<file path="src/rtl/packs.sv">
// rtl/packs.sv - shared types and defaults for the stopwatch control path
// Contents:
//   sw_state_t          - control FSM state encoding (IDLE/RUN/LAP/PAUSE)
//   DB_TICKS_DEFAULT    - default debounce strobe count
//   SYNC_STAGES_DEFAULT - default synchronizer depth
package packs;

  typedef enum logic [1:0] {
    IDLE  = 2'b00,
    RUN   = 2'b01,
    LAP   = 2'b10,
    PAUSE = 2'b11
  } sw_state_t;

  localparam int DB_TICKS_DEFAULT    = 4;
  localparam int SYNC_STAGES_DEFAULT = 2;

endpackage

</file>
<file path="src/rtl/btn_debounce.sv">
// rtl/btn_debounce.sv - button synchronizer, strobe-sampled debouncer and press pulse
// Ports:
//   clk      in  clock
//   rst_n    in  asynchronous active-low reset
//   tick     in  one-cycle debounce sampling strobe
//   btn      in  raw asynchronous button, active-high
//   level    out debounced button level
//   press    out one-cycle pulse on a rising edge of the debounced level
module btn_debounce #(
  parameter int SYNC_STAGES = 2,
  parameter int DB_TICKS    = 4
) (
  input  logic clk,
  input  logic rst_n,
  input  logic tick,
  input  logic btn,
  output logic level,
  output logic press
);

  localparam logic [3:0] DB_LAST = 4'(DB_TICKS - 1);

  logic       btn_sync;
  logic [3:0] cnt;
  logic       differ;
  logic       accept;

  sync_chain #(.STAGES(SYNC_STAGES)) u_sync (
    .clk  (clk),
    .rst_n(rst_n),
    .d    (btn),
    .q    (btn_sync)
  );

  assign differ = btn_sync != level;
  // The DB_TICKS-th consecutive differing sample flips the level.
  assign accept = tick && differ && (cnt == DB_LAST);

  always_ff @(posedge clk or negedge rst_n) begin
    if (!rst_n) begin
      cnt   <= '0;
      level <= 1'b0;
      press <= 1'b0;
    end else begin
      // Registered so the pulse lands in the cycle after the accepting strobe.
      press <= accept && !level;
      if (tick) begin
        if (!differ || accept) begin
          cnt <= '0;
        end else begin
          cnt <= cnt + 4'd1;
        end
        if (accept) begin
          level <= !level;
        end
      end
    end
  end

endmodule

</file>
<file path="src/rtl/sync_chain.sv">
// rtl/sync_chain.sv - multi-flop synchronizer for one asynchronous input
// Ports:
//   clk    in  clock
//   rst_n  in  asynchronous active-low reset (chain clears to 0)
//   d      in  asynchronous input
//   q      out synchronized level
module sync_chain #(
  parameter int STAGES = 2
) (
  input  logic clk,
  input  logic rst_n,
  input  logic d,
  output logic q
);

  logic [STAGES-1:0] chain;

  always_ff @(posedge clk or negedge rst_n) begin
    if (!rst_n) begin
      chain <= '0;
    end else begin
      chain <= {chain[STAGES-2:0], d};
    end
  end

  assign q = chain[STAGES-1];

endmodule

</file>
<file path="src/rtl/stopwatch_ctrl.sv">
// rtl/stopwatch_ctrl.sv - button-driven control FSM for the stopwatch datapath
// Ports:
//   sysclk    in  system clock
//   rst       in  asynchronous active-low reset
//   tick_db   in  debounce sampling strobe
//   tick_cnt  in  count strobe from the counter divider
//   btn_ss    in  raw start/stop button
//   btn_lap   in  raw lap/reset button
//   sw_dir    in  raw direction switch (1 = count down)
//   cnt_tick  out gated count strobe to the counter
//   cnt_clr   out one-cycle counter clear
//   dir       out direction, latched only while idle
//   lap_hold  out 1 while the display is frozen on a lap value
//   state     out current FSM state
module stopwatch_ctrl
  import packs::*;
#(
  parameter int DB_TICKS    = DB_TICKS_DEFAULT,
  parameter int SYNC_STAGES = SYNC_STAGES_DEFAULT
) (
  input  logic      sysclk,
  input  logic      rst,
  input  logic      tick_db,
  input  logic      tick_cnt,
  input  logic      btn_ss,
  input  logic      btn_lap,
  input  logic      sw_dir,
  output logic      cnt_tick,
  output logic      cnt_clr,
  output logic      dir,
  output logic      lap_hold,
  output sw_state_t state
);

  logic      ss_p;
  logic      lap_p;
  logic      ss_level;
  logic      lap_level;
  logic      dir_sync;
  sw_state_t state_nxt;
  logic      clr_req;

  btn_debounce #(.SYNC_STAGES(SYNC_STAGES), .DB_TICKS(DB_TICKS)) u_db_ss (
    .clk  (sysclk),
    .rst_n(rst),
    .tick (tick_db),
    .btn  (btn_ss),
    .level(ss_level),
    .press(ss_p)
  );

  btn_debounce #(.SYNC_STAGES(SYNC_STAGES), .DB_TICKS(DB_TICKS)) u_db_lap (
    .clk  (sysclk),
    .rst_n(rst),
    .tick (tick_db),
    .btn  (btn_lap),
    .level(lap_level),
    .press(lap_p)
  );

  sync_chain #(.STAGES(SYNC_STAGES)) u_sync_dir (
    .clk  (sysclk),
    .rst_n(rst),
    .d    (sw_dir),
    .q    (dir_sync)
  );

  // Start/stop has priority: a lap press in the same cycle is dropped.
  always_comb begin
    state_nxt = state;
    clr_req   = 1'b0;
    if (ss_p) begin
      case (state)
        IDLE:    state_nxt = RUN;
        RUN:     state_nxt = PAUSE;
        LAP:     state_nxt = PAUSE;
        PAUSE:   state_nxt = RUN;
        default: state_nxt = IDLE;
      endcase
    end else if (lap_p) begin
      case (state)
        IDLE: begin
          state_nxt = IDLE;
          clr_req   = 1'b1;
        end
        RUN:     state_nxt = LAP;
        LAP:     state_nxt = RUN;
        PAUSE: begin
          state_nxt = IDLE;
          clr_req   = 1'b1;
        end
        default: state_nxt = IDLE;
      endcase
    end
  end

  always_ff @(posedge sysclk or negedge rst) begin
    if (!rst) begin
      state    <= IDLE;
      cnt_clr  <= 1'b0;
      lap_hold <= 1'b0;
      dir      <= 1'b0;
    end else begin
      state    <= state_nxt;
      cnt_clr  <= clr_req;
      lap_hold <= (state_nxt == LAP);
      if (state == IDLE) begin
        dir <= dir_sync;
      end
    end
  end

  // Combinational from the registered state so a tick coinciding with the
  // press that leaves RUN still reaches the counter.
  assign cnt_tick = tick_cnt && ((state == RUN) || (state == LAP));

endmodule

</file>
<file path="config.mk">
export PLATFORM = sky130hd
export DESIGN_NAME = stopwatch_ctrl
export DESIGN_NICKNAME = d
export VERILOG_FILES = /design/src/rtl/packs.sv /design/src/rtl/btn_debounce.sv /design/src/rtl/sync_chain.sv /design/src/rtl/stopwatch_ctrl.sv
export SDC_FILE = /design/constraint.sdc
export NUM_CORES = 1
export LEC_CHECK = 0
export ABC_AREA = 0
export CORE_MARGIN = 2
export CORE_UTILIZATION = 35
export DETAILED_ROUTE_END_ITERATION = 8
export DONT_BUFFER_PORTS = 1
export SLEW_MARGIN = 20
export SYNTH_ARGS = -nofsm -noshare
export SYNTH_HDL_FRONTEND = slang
export SYNTH_SLANG_ARGS = --single-unit
export TNS_END_PERCENT = 20
</file>
<file path="constraint.sdc">
create_clock -name sysclk -period 3.2 [get_ports sysclk]
set_input_delay 0.64 -clock sysclk [delete_from_list [all_inputs] [get_ports sysclk]]
set_output_delay 0.64 -clock sysclk [all_outputs]
set_load 0.03 [all_outputs]
</file>
==> results of run 1 <==
==> flip-flops by register name, indices dropped and copies added (netlist names) <==
register	flops
state	2
u_db_ss.press	1
u_db_lap.press	1
u_db_ss.cnt	4
u_db_lap.cnt	4
dir	1
u_db_ss.u_sync.chain	2
cnt_clr	1
u_sync_dir.chain	2
lap_hold	1
u_db_lap.u_sync.chain	2
u_db_ss.level	1
u_db_lap.level	1
==> critical path: stages, from the launching register on <==
cell and delay (ns):
dfrtp_1 0.55, inv_1 0.14, ha_1 0.34, and2_1 0.31
==> path summary, 6_finish.rpt <==
kind                       slack (ns)  cells after the start                       to
min in group sysclk              0.34                      0  u_db_ss.u_sync.chain[0]
hold / removal                   0.27                      1                      dir
max in group asynchronous        2.59                      1            u_db_ss.press
setup reg to reg                 1.71                      4            u_db_ss.level
setup / recovery                 0.91                      3                 cnt_tick
hold reg to reg                  0.36                      0      u_sync_dir.chain[1]
==> report_power, final <==
| part | switching [mW] | internal [mW] | total, mW |
|---|---|---|---|
| registers | 0.0979 | 0.352 | 0.450 |
| logic | 0.114 | 0.102 | 0.216 |
| clock network | 0.0876 | 0.0467 | 0.134 |
==> metrics by stage <==
step	std cells	worst slack (ns)	util [%]	hold WS [ns]	cell area [µm²]
after floorplan	82	1.33	-	0.331	992
after global placement	112	1.29	37.5	0.331	1030
after detailed placement	112	1.26	37.5	0.335	1030
after CTS	117	0.880	38.9	0.325	1060
after global routing	117	0.809	38.7	0.297	1060
final	117	0.909	38.7	0.272	1060
==> cells in the final DEF, fill, tap and decap left out, types with 2 or more instances in the layout <==
cell type,instances
a32o_1,2
clkbuf_4,3
dfrtp_1,23
ha_1,5
inv_1,8
mux2_2,4
mux2i_1,2
nand2_1,4
nand3_1,2
nor2_1,3
nor2b_1,3
nor3b_1,4
o21ai_0,5
xnor2_1,2
xor2_1,2
==> routing by layer <==
metal / up-vias / track usage [%]
met5: - / 0
met4: 0 / 3.99
met3: 2 / 4.99
met2: 20 / 17.2
met1: 291 / 14.2
li1: 292 / -
==> kinds of logic after synthesis <==
kind of cell    after synthesis
flops                        23
mux                           6
fa+ha+maj                     5
simple gates                 22
compound gates               13
buf+inv                       9
xor+xnor                      4
==> area by class of cell <==
cell class	instances	area, µm²	area share [%]
Sequential cell	23	576	54.4
Multi-Input combinational cell	50	382	36.1
Tap cell	31	38.8	3.66
Inverter	8	30.0	2.84
Clock buffer	3	22.5	2.13
Clock inverter	1	5.00	0.473
Timing Repair Buffer	1	5.00	0.473
==> impl_metrics.json, run 1 <==
{
  "cap_viol_max_count": 0,
  "worstSetupStartpointType": "register",
  "vias_per_cell": 5.17,
  "grt_max_degree": 24,
  "ioPinCount": 13,
  "avgRoutedWirePerCell_um": 12.7,
  "ys_seq_elements": 23,
  "track_usage_pct": 11.2,
  "avg_inst_size_synth_um2": 12.1,
  "wl_um": 1490,
  "fin_skew_ns": 0.000484,
  "startpoint": "state[0]",
  "dr.pass1.iters": 4,
  "ir_drop_v": 0.000401,
  "synth_fa_ha_area_share_pct": 6.31,
  "ys_types": 27,
  "cts_buffer_depth": 2,
  "drive_above_1_share_pct": 11.6,
  "share_of_synthesized_cell_area_in_and_or_nand_and_nor_gates_pct": 12.9,
  "endpoints_failing_setup": 0,
  "synth_top_cell_by_area": "dfrtp_1",
  "static-leakage-power_nw": 0.471,
  "syn_to_final_growth_pct": 6.68,
  "worst_ep_arrival_time_ns": 1.65,
  "min_period_ns": 2.29,
  "r2r-start": "u_db_ss.cnt[0]",
  "core_area_um2": 2730,
  "dpl.hpwl_um": 1050,
  "final_nets": 99,
  "postCtsResizedCells": 0,
  "unrepaired_setup_endpoints_after_global_routing": "false",
  "cellPowerDensity_nw_per_um2": 756,
  "fraction_of_synthesized_cell_area_in_xor_and_xnor_cells_pct": 3.53,
  "wl_met3_um": 97,
  "design_power_total_mw": 0.800,
  "run_status": "finished clean",
  "post_cts_buffers": 0,
  "layout.filler_cells": 262,
  "fraction_of_the_mapped_netlist_area_in_compound_gates_pct": 9.21,
  "drt_iter0_markers": 24,
  "ys_seq_area_share_pct": 58.0,
  "maximum_level_of_the_cts_h_tree": 1,
  "finalWeightedCongestion": 0.736,
  "worstPathRequired_ns": 2.56,
  "synth_most_common_cell": "dfrtp_1",
  "max_clock_freq_ghz": 0.436,
  "post_synth_most_frequent_cells": "23 x dfrtp_1, 8 x inv_1, 5 x ha_1, 5 x o21ai_0",
  "netlist_top_cells_area": "dfrtp_1 58%, ha_1 6.3%, mux2_2 4.5%, inv_1 3.0%, nor3b_1 3.0%",
  "tritoncts": "done",
  "diodes": 0,
  "timing_max_transition_violations_final": 0,
  "synth-edff-count": 0,
  "ys_warn_count": 0,
  "number_of_buffers_added_to_fix_hold_violations_after_cts": 1,
  "dominantRegCellSynth": "dfrtp_1",
  "synth_top_area_share_pct": 58.0,
  "timing.final.hold_violations": 0,
  "die_w_um": 57.2,
  "initial_utilization_pct": 36.3,
  "die_y_um": 57.2,
  "cts-buffers-inserted": 3,
  "grt_pass1_vias": 612,
  "worst_slew_margin_rel_pct": 66.6,
  "maximum_fanout_along_the_worst_path": 3,
  "postRouteAntennaNets": 0,
  "worstMarginPinSlew_ns": 0.501,
  "async_s_r_ff_share_synth_pct": 100,
  "setup-tns-final_ns": 0,
  "detailroute.via_count": 605,
  "met2RoutedLength_um": 699,
  "die_area_um2": 3280,
  "yosys-mux-area-fraction_pct": 6.56,
  "post_synth_instance_area_um2": 992,
  "largest_family_of_logic_cells_by_synthesized_area": "simple AND/OR/NAND/NOR gates",
  "worst_setup_path_end_kind": "primary output",
  "num_rows": 19,
  "port_buffers": 0,
  "timing.setup.critical_path_class": "reg -> out",
  "post_synth_inst_count": 82,
  "grt_pass1_wl_um": 2720,
  "worst_skew_pair.late_latency_ns": 0.31,
  "clockRootBuffer": "clkbuf_4",
  "period_share_pct": 71.6,
  "initial_antenna_violation_count": 0,
  "total_overflow_reported_by_the_global_router": 0,
  "m1WireLength_um": 675,
  "drt_drc_violations_left": 0,
  "clock_sinks": 23,
  "clk_pin_slew_ns": 0.12,
  "min_path_type": "in -> async",
  "highest-signal-layer": "met4",
  "synth.net_count": 94
}
Note: power is estimated with default switching activity, not from simulation.
==> run 2: changes to the inputs <==
clock period = 1.89 ns   (was 3.2 ns; I/O delays follow)
==> impl_metrics.json, run 2 (synthesis gave the netlist of run 1 again) <==
{
  "run_status": "finished clean",
  "unrepaired_setup_endpoints_after_global_routing": "false",
  "grt_max_degree": 24,
  "vias_per_cell": 5.15,
  "worstMarginPinSlew_ns": 0.497,
  "layout.cells.most_common": "dfrtp_1",
  "cts_buffer_depth": 2,
  "clock_sinks": 23,
  "initial_utilization_pct": 36.3,
  "fin_skew_ns": 0.00270,
  "design_power_total_mw": 1.37,
  "ioPinCount": 13,
  "drive_above_1_share_pct": 13.6,
  "track_usage_pct": 11.3,
  "static-leakage-power_nw": 0.481,
  "period_share_pct": 91.9,
  "postCtsResizedCells": 0,
  "worstSetupStartpointType": "register",
  "maximum_level_of_the_cts_h_tree": 1,
  "dp.cells": 114,
  "power.switching_fraction_pct": 36.7,
  "die_y_um": 57.2,
  "dr.pass1.iters": 4,
  "syn_to_final_growth_pct": 8.20,
  "finalHoldWorstSlack_ns": 0.0128,
  "timing.setup.critical_path_class": "reg -> out",
  "postRouteAntennaNets": 0,
  "avgRoutedWirePerCell_um": 12.6,
  "p_switching_mw": 0.503,
  "grt_pass1_wl_um": 2760,
  "setup-tns-final_ns": 0,
  "drt_drc_violations_left": 0,
  "core_area_um2": 2730,
  "worst_skew_pair.late_latency_ns": 0.31,
  "tritoncts": "done",
  "finalWeightedCongestion": 0.733,
  "clk_pin_slew_ns": 0.12,
  "power.internal_mw": 0.869,
  "max_clock_freq_ghz": 0.576,
  "pwr-share-clk_pct": 16.3,
  "timing_max_transition_violations_final": 0,
  "maximum_fanout_along_the_worst_path": 3,
  "power.combinational.fraction_pct": 31.5,
  "clockRootBuffer": "clkbuf_4",
  "largestRegisters": "u_db_lap.cnt x4, u_db_ss.cnt x4",
  "endpoints_failing_setup": 0,
  "num_rows": 19,
  "drt_iter0_markers": 8,
  "grt_pass1_vias": 618,
  "dpl.hpwl_um": 1110,
  "finish.cell_count_without_fillers": 119,
  "utilization_pct": 39.3,
  "worst_slew_margin_rel_pct": 66.9,
  "die_area_um2": 3280,
  "most-common-layout-cells": "23 x dfrtp_1, 8 x inv_1, 5 x o21ai_0, 5 x ha_1",
  "cts-buffers-inserted": 3,
  "final_nets": 101,
  "wl_um": 1500,
  "post_cts_buffers": 0,
  "worstPathRequired_ns": 1.51,
  "initial_antenna_violation_count": 0,
  "min_period_ns": 1.74,
  "cellPowerDensity_nw_per_um2": 1280,
  "diodes": 0,
  "die_w_um": 57.2,
  "cap_viol_max_count": 0,
  "port_buffers": 0,
  "seq_power_share_pct": 52.2,
  "total_overflow_reported_by_the_global_router": 0,
  "detailroute.via_count": 613,
  "worst_setup_path_end_kind": "primary output",
  "timing.final.hold_violations": 0,
  "min_path_type": "in -> async",
  "ir_drop_v": 0.000775,
  "worst_ep_arrival_time_ns": 1.36
}
## run 2: changes by cell type in the layout (fill, tap and decap cells not counted), sizes merged
cell / change
buf: +2
## run 2: area by class of cell
cell class | instances | area (µm²)
timing repair buffer | 3 | 20.0
clock buffer | 3 | 22.5
multi-input combinational | 50 | 382
inverter | 8 | 30.0
fill | 255 | 1660
clock inverter | 1 | 5.00
sequential | 23 | 576
tap | 31 | 38.8
## run 2: through the flow
| stage | setup WS, ns | instance area [µm²] |
|---|---|---|
| floorplan | 0.278 | 992 |
| global placement | 0.478 | 1040 |
| detailed placement | 0.407 | 1040 |
| CTS | 0.113 | 1080 |
| global route | 0.0355 | 1070 |
| finish | 0.152 | 1070 |
## run 2: timing repair
action                                  4_1_cts  5_1_grt
hold endpoints to repair                     23        0
hold buffers                                  1        0
endpoints found under the setup margin        0        0
## run 2: power by group through the flow
stage | sequential [mW] | clock, mW | combinational (mW)
CTS | 0.719 | 0.238 | 0.444
finish | 0.716 | 0.223 | 0.432
detailed placement | 0.730 | 0 | 0.429
floorplan | 0.755 | 0 | 0.297
global route | 0.738 | 0.257 | 0.491
global placement | 0.723 | 0 | 0.407
## run 2: final timing paths
path / slack [ns] / start / cells after the start / endpoint
worst min-delay path: 0.01 / rst / 1 / dir
worst min register to register: 0.36 / u_db_lap.u_sync.chain[0] / 0 / u_db_lap.u_sync.chain[1]
min in group sysclk: 0.08 / sw_dir / 0 / u_sync_dir.chain[0]
worst max register to register: 0.41 / u_db_lap.cnt[0] / 4 / u_db_lap.cnt[3]
worst max-delay path: 0.15 / state[1] / 3 / cnt_tick
max in group asynchronous: 1.54 / rst / 1 / u_db_ss.cnt[2]
## run 2: per-layer routing
| metal | global-route usage (%) | vias up | routed length [µm] |
|---|---|---|---|
| met5 | 0 | - | 0 |
| met4 | 3.99 | 0 | 17 |
| met3 | 4.99 | 2 | 86 |
| met2 | 17.6 | 16 | 686 |
| met1 | 14.0 | 295 | 707 |
| li1 | - | 300 | - |
## run 2: worst max-delay path, stage by stage (launching register included)
cell and delay, ns:
dfrtp_1 0.38, inv_1 0.06, ha_1 0.30, and2_1 0.31
